$ cat src/rtl/idct_da_module.sv
// Bit-serial distributed-arithmetic 8-point IDCT: one block of 8 signed coefficients in, 8 samples out.
// Define IDCT_PREFETCH_EN to add a one-block input holding buffer for gapless back-to-back blocks.
module idct_da_module #(
    parameter int IN_W  = 19,
    parameter int ROM_W = 16,
    parameter int FRAC  = 14,
    parameter int OUT_W = 8
) (
    input  logic             clk,
    input  logic             rst,
    input  logic [IN_W-1:0]  coef0,
    input  logic [IN_W-1:0]  coef1,
    input  logic [IN_W-1:0]  coef2,
    input  logic [IN_W-1:0]  coef3,
    input  logic [IN_W-1:0]  coef4,
    input  logic [IN_W-1:0]  coef5,
    input  logic [IN_W-1:0]  coef6,
    input  logic [IN_W-1:0]  coef7,
    input  logic             in_valid,
    output logic             in_ready,
    output logic [10:0]      rom_addr,
    input  logic [ROM_W-1:0] rom_data,
    output logic [OUT_W-1:0] out_sample,
    output logic [2:0]       out_index,
    output logic             out_last,
    output logic             out_valid,
    input  logic             out_ready
);

    // Handshakes: a transfer happens on a rising edge where valid and ready are both high;
    // out_valid and the output payload stay stable until that edge, in_ready never waits on in_valid.

    localparam int ACC_W = ROM_W + IN_W;
    localparam int CNT_W = $clog2(IN_W);
    localparam logic [CNT_W-1:0] MSB_POS = CNT_W'(IN_W - 1);
    localparam logic signed [ACC_W-1:0] HALF    = {{(ACC_W-FRAC){1'b0}}, 1'b1, {(FRAC-1){1'b0}}};
    localparam logic signed [ACC_W-1:0] SAT_MAX = {{(ACC_W-OUT_W+1){1'b0}}, {(OUT_W-1){1'b1}}};
    localparam logic signed [ACC_W-1:0] SAT_MIN = ~SAT_MAX;

    typedef enum logic [1:0] {
        IDLE = 2'd0,
        CALC = 2'd1,
        OUT  = 2'd2
    } state_t;

    state_t                  state;
    logic [IN_W-1:0]         coef_q    [8];
    logic [IN_W-1:0]         coef_in   [8];
    logic [IN_W-1:0]         load_coef [8];
    logic [2:0]              n;
    logic [CNT_W-1:0]        bitcnt;
    logic signed [ACC_W-1:0] acc;
    logic signed [ACC_W-1:0] acc_shl;
    logic signed [ACC_W-1:0] rom_ext;
    logic signed [ACC_W-1:0] acc_next;
    logic signed [ACC_W-1:0] rnd_sum;
    logic signed [ACC_W-1:0] rnd_shift;
    logic [OUT_W-1:0]        sat_val;
    logic [7:0]              slice;
    logic                    in_fire;
    logic                    out_fire;
    logic                    block_done;
    logic                    start_in;
    logic                    start_buf;
    logic                    start_any;

    always_comb begin
        coef_in = '{coef0, coef1, coef2, coef3, coef4, coef5, coef6, coef7};
    end

    assign in_fire    = in_valid && in_ready;
    assign out_fire   = (state == OUT) && out_ready;
    assign block_done = out_fire && (n == 3'd7);
    assign start_any  = start_in || start_buf;

`ifdef IDCT_PREFETCH_EN
    logic            buf_full;
    logic [IN_W-1:0] buf_coef [8];
    logic            buf_load;

    // A block arriving while busy parks in the buffer; it bypasses the buffer only when
    // the datapath is free on that very edge.
    assign in_ready  = !rst && !buf_full;
    assign start_buf = block_done && buf_full;
    assign start_in  = in_fire && ((state == IDLE) || (block_done && !buf_full));
    assign buf_load  = in_fire && !start_in;

    always_comb begin
        for (int k = 0; k < 8; k++) begin
            load_coef[k] = start_buf ? buf_coef[k] : coef_in[k];
        end
    end

    always_ff @(posedge clk) begin
        if (rst) begin
            buf_full <= 1'b0;
            for (int k = 0; k < 8; k++) begin
                buf_coef[k] <= '0;
            end
        end else if (buf_load) begin
            buf_full <= 1'b1;
            buf_coef <= coef_in;
        end else if (start_buf) begin
            buf_full <= 1'b0;
        end
    end
`else
    assign in_ready  = !rst && (state == IDLE);
    assign start_buf = 1'b0;
    assign start_in  = in_fire;

    always_comb begin
        load_coef = coef_in;
    end
`endif

    // Address bit k carries coefficient k's bit at the current (MSB-first) position.
    always_comb begin
        for (int k = 0; k < 8; k++) begin
            slice[k] = coef_q[k][bitcnt];
        end
    end

    assign rom_addr = (state == CALC) ? {n, slice} : 11'd0;

    // The sign bit carries negative weight in two's complement, hence the subtraction.
    always_comb begin
        acc_shl  = acc <<< 1;
        rom_ext  = {{(ACC_W-ROM_W){rom_data[ROM_W-1]}}, rom_data};
        acc_next = (bitcnt == MSB_POS) ? (acc_shl - rom_ext) : (acc_shl + rom_ext);
        rnd_sum  = acc_next + HALF;
        rnd_shift = rnd_sum >>> FRAC;
        if (rnd_shift > SAT_MAX) begin
            sat_val = SAT_MAX[OUT_W-1:0];
        end else if (rnd_shift < SAT_MIN) begin
            sat_val = SAT_MIN[OUT_W-1:0];
        end else begin
            sat_val = rnd_shift[OUT_W-1:0];
        end
    end

    always_ff @(posedge clk) begin
        if (rst) begin
            state      <= IDLE;
            n          <= '0;
            bitcnt     <= '0;
            acc        <= '0;
            out_valid  <= 1'b0;
            out_sample <= '0;
            out_index  <= '0;
            out_last   <= 1'b0;
            for (int k = 0; k < 8; k++) begin
                coef_q[k] <= '0;
            end
        end else begin
            case (state)
                IDLE: begin
                    if (start_any) begin
                        coef_q <= load_coef;
                        n      <= '0;
                        bitcnt <= MSB_POS;
                        acc    <= '0;
                        state  <= CALC;
                    end
                end
                CALC: begin
                    acc <= acc_next;
                    if (bitcnt == '0) begin
                        state      <= OUT;
                        out_valid  <= 1'b1;
                        out_sample <= sat_val;
                        out_index  <= n;
                        out_last   <= (n == 3'd7);
                    end else begin
                        bitcnt <= bitcnt - CNT_W'(1);
                    end
                end
                OUT: begin
                    if (out_fire) begin
                        out_valid <= 1'b0;
                        out_last  <= 1'b0;
                        if (n != 3'd7) begin
                            n      <= n + 3'd1;
                            bitcnt <= MSB_POS;
                            acc    <= '0;
                            state  <= CALC;
                        end else if (start_any) begin
                            coef_q <= load_coef;
                            n      <= '0;
                            bitcnt <= MSB_POS;
                            acc    <= '0;
                            state  <= CALC;
                        end else begin
                            state <= IDLE;
                        end
                    end
                end
                default: begin
                    state <= IDLE;
                end
            endcase
        end
    end

endmodule

$ cat config.mk
export PLATFORM = sky130hd
export DESIGN_NAME = idct_da_module
export DESIGN_NICKNAME = d
export VERILOG_FILES = /design/src/rtl/idct_da_module.sv
export SDC_FILE = /design/constraint.sdc
export NUM_CORES = 1
export LEC_CHECK = 0
export BUFFER_PORTS_ARGS = -buffer_cell sky130_fd_sc_hd__buf_2
export CAP_MARGIN = 20
export CORE_UTILIZATION = 53
export DETAILED_ROUTE_END_ITERATION = 10
export PLACE_DENSITY = 0.8
export SLEW_MARGIN = 15
export SYNTH_ARGS = -nofsm -noshare
export SYNTH_HDL_FRONTEND = slang
export SYNTH_SLANG_ARGS = --single-unit
$ cat constraint.sdc
create_clock -name clk -period 5.5 [get_ports clk]
set_input_delay 0.825 -clock clk [delete_from_list [all_inputs] [get_ports clk]]
set_output_delay 0.825 -clock clk [all_outputs]
set_load 0.005 [all_outputs]
==> flow_summary.json <==
{
  "status": "complete, no violations",
  "worstMarginPinSlew_ps": 1040,
  "synth-edff-count": 0,
  "fin_crit_ps": 4970,
  "crit_family": "simple AND/OR/NAND/NOR gates",
  "power.density_nw_per_um2": 358,
  "power.leakage_nw": 6.10,
  "synth_top_area_frac": 0.317,
  "io_buffer_count": 196,
  "grtUsageTotal": 0.302,
  "grt_pass1_vias": 12495,
  "critPathArrivalTime_ps": 5330,
  "met1_usage": 0.389,
  "drtIter0Drc": 1286,
  "cts_buffer_depth": 3,
  "hold_class": "reg2reg",
  "drc": 0,
  "cts_resized": 0,
  "relSlewSlack": 0.306,
  "layout_commonest_cell": "nand2_1",
  "cp_cell_sequence": "buf_2 -> inv_1 -> ha_1 -> nor4_2 -> nand2_1 -> a2111oi_1 -> buf_4 -> or3_1 -> a22oi_1 -> xnor2_1 -> ha_1 -> nand2_1 -> nor4b_4 -> and2_1 -> nand4b_1 -> a211oi_1 -> a21oi_1 -> o31ai_4 -> a211oi_1",
  "max-vdd-ir-drop_mv": 0.278,
  "path_buf_inv": 3,
  "grt.overflow.total": 0,
  "setup_viol_count_final": 0,
  "netlist_instances": 1702,
  "first_pass_iters": 5,
  "postCtsSetupRepairBufs": 0,
  "cpPeakStageDelay_ps": 470,
  "cp_slowest_cell": "nor4b_4",
  "grt_util_met2": 0.496,
  "finalPower_mw": 5.50,
  "clock_sinks": 209,
  "place.gp.congestion": 1.04,
  "multi_input_area_um2": 8400,
  "min_from": "coef_q[139]$_SDFFE_PP0P_",
  "skew_ps": 13.5,
  "grt_pass1_wl_mm": 63.2,
  "start_util": 0.541,
  "end_kind": "register",
  "dp_cells": 2162,
  "rsz0062_at_grt": "false",
  "crit_fanout": 13,
  "fin_util": 0.630,
  "clock_latency_ps": 540,
  "dieArea_um2": 25500,
  "synth_top_cell_by_area": "dfxtp_1",
  "vias": 13053,
  "worstSetupPathType": "in2reg",
  "drive_gt1_frac": 0.187,
  "final_cell_mix": "388 x nand2_1, 245 x a21oi_1, 207 x dfxtp_1, 195 x buf_2, 107 x nor2_1",
  "via_per_inst": 5.91,
  "antenna_left": 0,
  "synth.distinct_cells": 80,
  "io-pin-count": 197,
  "setup-tns-final_ps": 0,
  "stdcell_count": 2207,
  "syn_avg_cell_area_um2": 7.75,
  "hold_viol": 0,
  "dieHeight_um": 160,
  "nets": 2113,
  "yosysSeqAreaShare": 0.317,
  "seq_area_um2": 4190,
  "max_freq_mhz": 201,
  "grt_use_met3": 0.0735,
  "cts_hold_buf": 0,
  "busiest_layer": "met2",
  "crit_required_ps": 5860,
  "synth_nets": 1952,
  "clock-root-buffer": "clkbuf_16",
  "tritoncts": "built",
  "synth_top_flop_cell": "dfxtp_1",
  "antenna_found_initial": 5,
  "synthArstFlopShare": 0,
  "synthTopCellsByArea": "dfxtp_1 32%, nand2_1 11%, a21oi_1 9.3%, ha_1 7.2%, mux4_2 6.8%",
  "clk_pin_slew_worst_paths_ps": 60,
  "wirelength_mm": 39.2,
  "rows": 57,
  "htree_levels": 1,
  "period_share": 0.904,
  "numCtsBuffers": 23,
  "ys_warn_count": 0,
  "synthToLayoutAreaGrowth_pct": 16.5,
  "critPathLaunchType": "input pin",
  "drv_slew": 0,
  "nFillCells": 2158,
  "core_area_um2": 24400,
  "wl_per_cell_um": 17.8,
  "startpoint": "rom_data[13]",
  "grt_max_degree": 153,
  "reg2reg_from": "acc[12]$_SDFFE_PP0P_",
  "max_cap_viol_count": 0,
  "synth_seq_cells": 209,
  "die_x_um": 160,
  "hpwl_mm": 28.0,
  "synth_area_um2": 13200
}
## cell usage after synthesis (4+ instances only)
cell,n
nand4_1,15
a2111oi_0,4
nand2b_1,20
xor2_1,8
nor4_1,8
or3_1,10
o31a_1,8
a31oi_1,9
dfxtp_1,209
o311ai_0,5
and3_1,4
xnor2_1,30
nor2_1,107
nand2_1,388
mux2i_1,10
a21o_1,8
nor2b_1,28
nor3_1,26
a211oi_1,14
buf_2,11
a22oi_1,45
o22ai_1,11
nand3_1,34
mux4_2,40
ha_1,76
a211o_1,5
a21oi_1,245
o31ai_1,18
o211ai_1,8
nand3b_1,4
o21bai_1,5
and2_1,15
o21ai_0,49
inv_1,49
o21a_1,8
clkbuf_1,97
## power breakdown
part           leakage (nW)  switching (mW)  internal (mW)
clock                 0.374           0.659          0.925
sequential             1.70           0.127           1.75
combinational          4.03            1.28          0.763
total                  6.10            2.07           3.43
## path summary, 6_finish.rpt
path                                              endpoint  slack (ps)  cells after the start
worst max-delay path            out_sample[3]$_SDFFE_PP0P_         530                     19
worst min-delay path              coef_q[139]$_SDFFE_PP0P_         450                      2
worst max register to register  out_sample[3]$_SDFFE_PP0P_         630                     17
worst min register to register    coef_q[139]$_SDFFE_PP0P_         450                      2
## per-layer routing
metal,part of all wire,vias to the layer above
met5,0.00025,-
met3,0.089,86
met4,0.029,2
li1,-,6344
met2,0.46,529
met1,0.42,6092
## state kept, by name, summed over array words and instances, names as in the netlist
signal      count
acc            34
bitcnt          5
coef_q        152
n               3
out_index       3
out_last        1
out_sample      8
out_valid       1
state           2
## metrics by stage
| stage | setup WS, ps | cell area (um2) | hold slack [ps] |
|---|---|---|---|
| floorplan | 225 | 13200 | 433 |
| global placement | 155 | 14600 | 439 |
| detailed placement | 92.5 | 14600 | 443 |
| CTS | 625 | 15300 | 452 |
| global route | 127 | 15300 | 466 |
| finish | 530 | 15400 | 449 |
## area by class of cell
type | instances | area share
clock buffer | 30 | 0.0418
tap | 324 | 0.0264
antenna | 4 | 0.000652
clock inverter | 11 | 0.00880
timing repair buffer | 247 | 0.0900
multi-input combinational | 1330 | 0.547
sequential | 209 | 0.273
inverter | 52 | 0.0127
## worst register-to-register path: stages (launching register included)
cell       delay [ps]
dfxtp_1           320
ha_1              450
nor4_2            430
nand2_1           110
a2111oi_1         390
buf_4             180
or3_1             170
a22oi_1           110
xnor2_1           210
ha_1              370
nand2_1           150
nor4b_4           470
and2_1            290
nand4b_1          130
a211oi_1          270
a21oi_1           120
o31ai_4           380
a211oi_1          140
## logic make-up after synthesis
family	count (synthesis)	synth area share
simple gates	684	0.232
mux	51	0.0767
xor+xnor	38	0.0252
buf+inv	163	0.0474
fa+ha+maj	78	0.0751
compound gates	479	0.226
flops	209	0.317
Power figures use the tool's default switching activity.
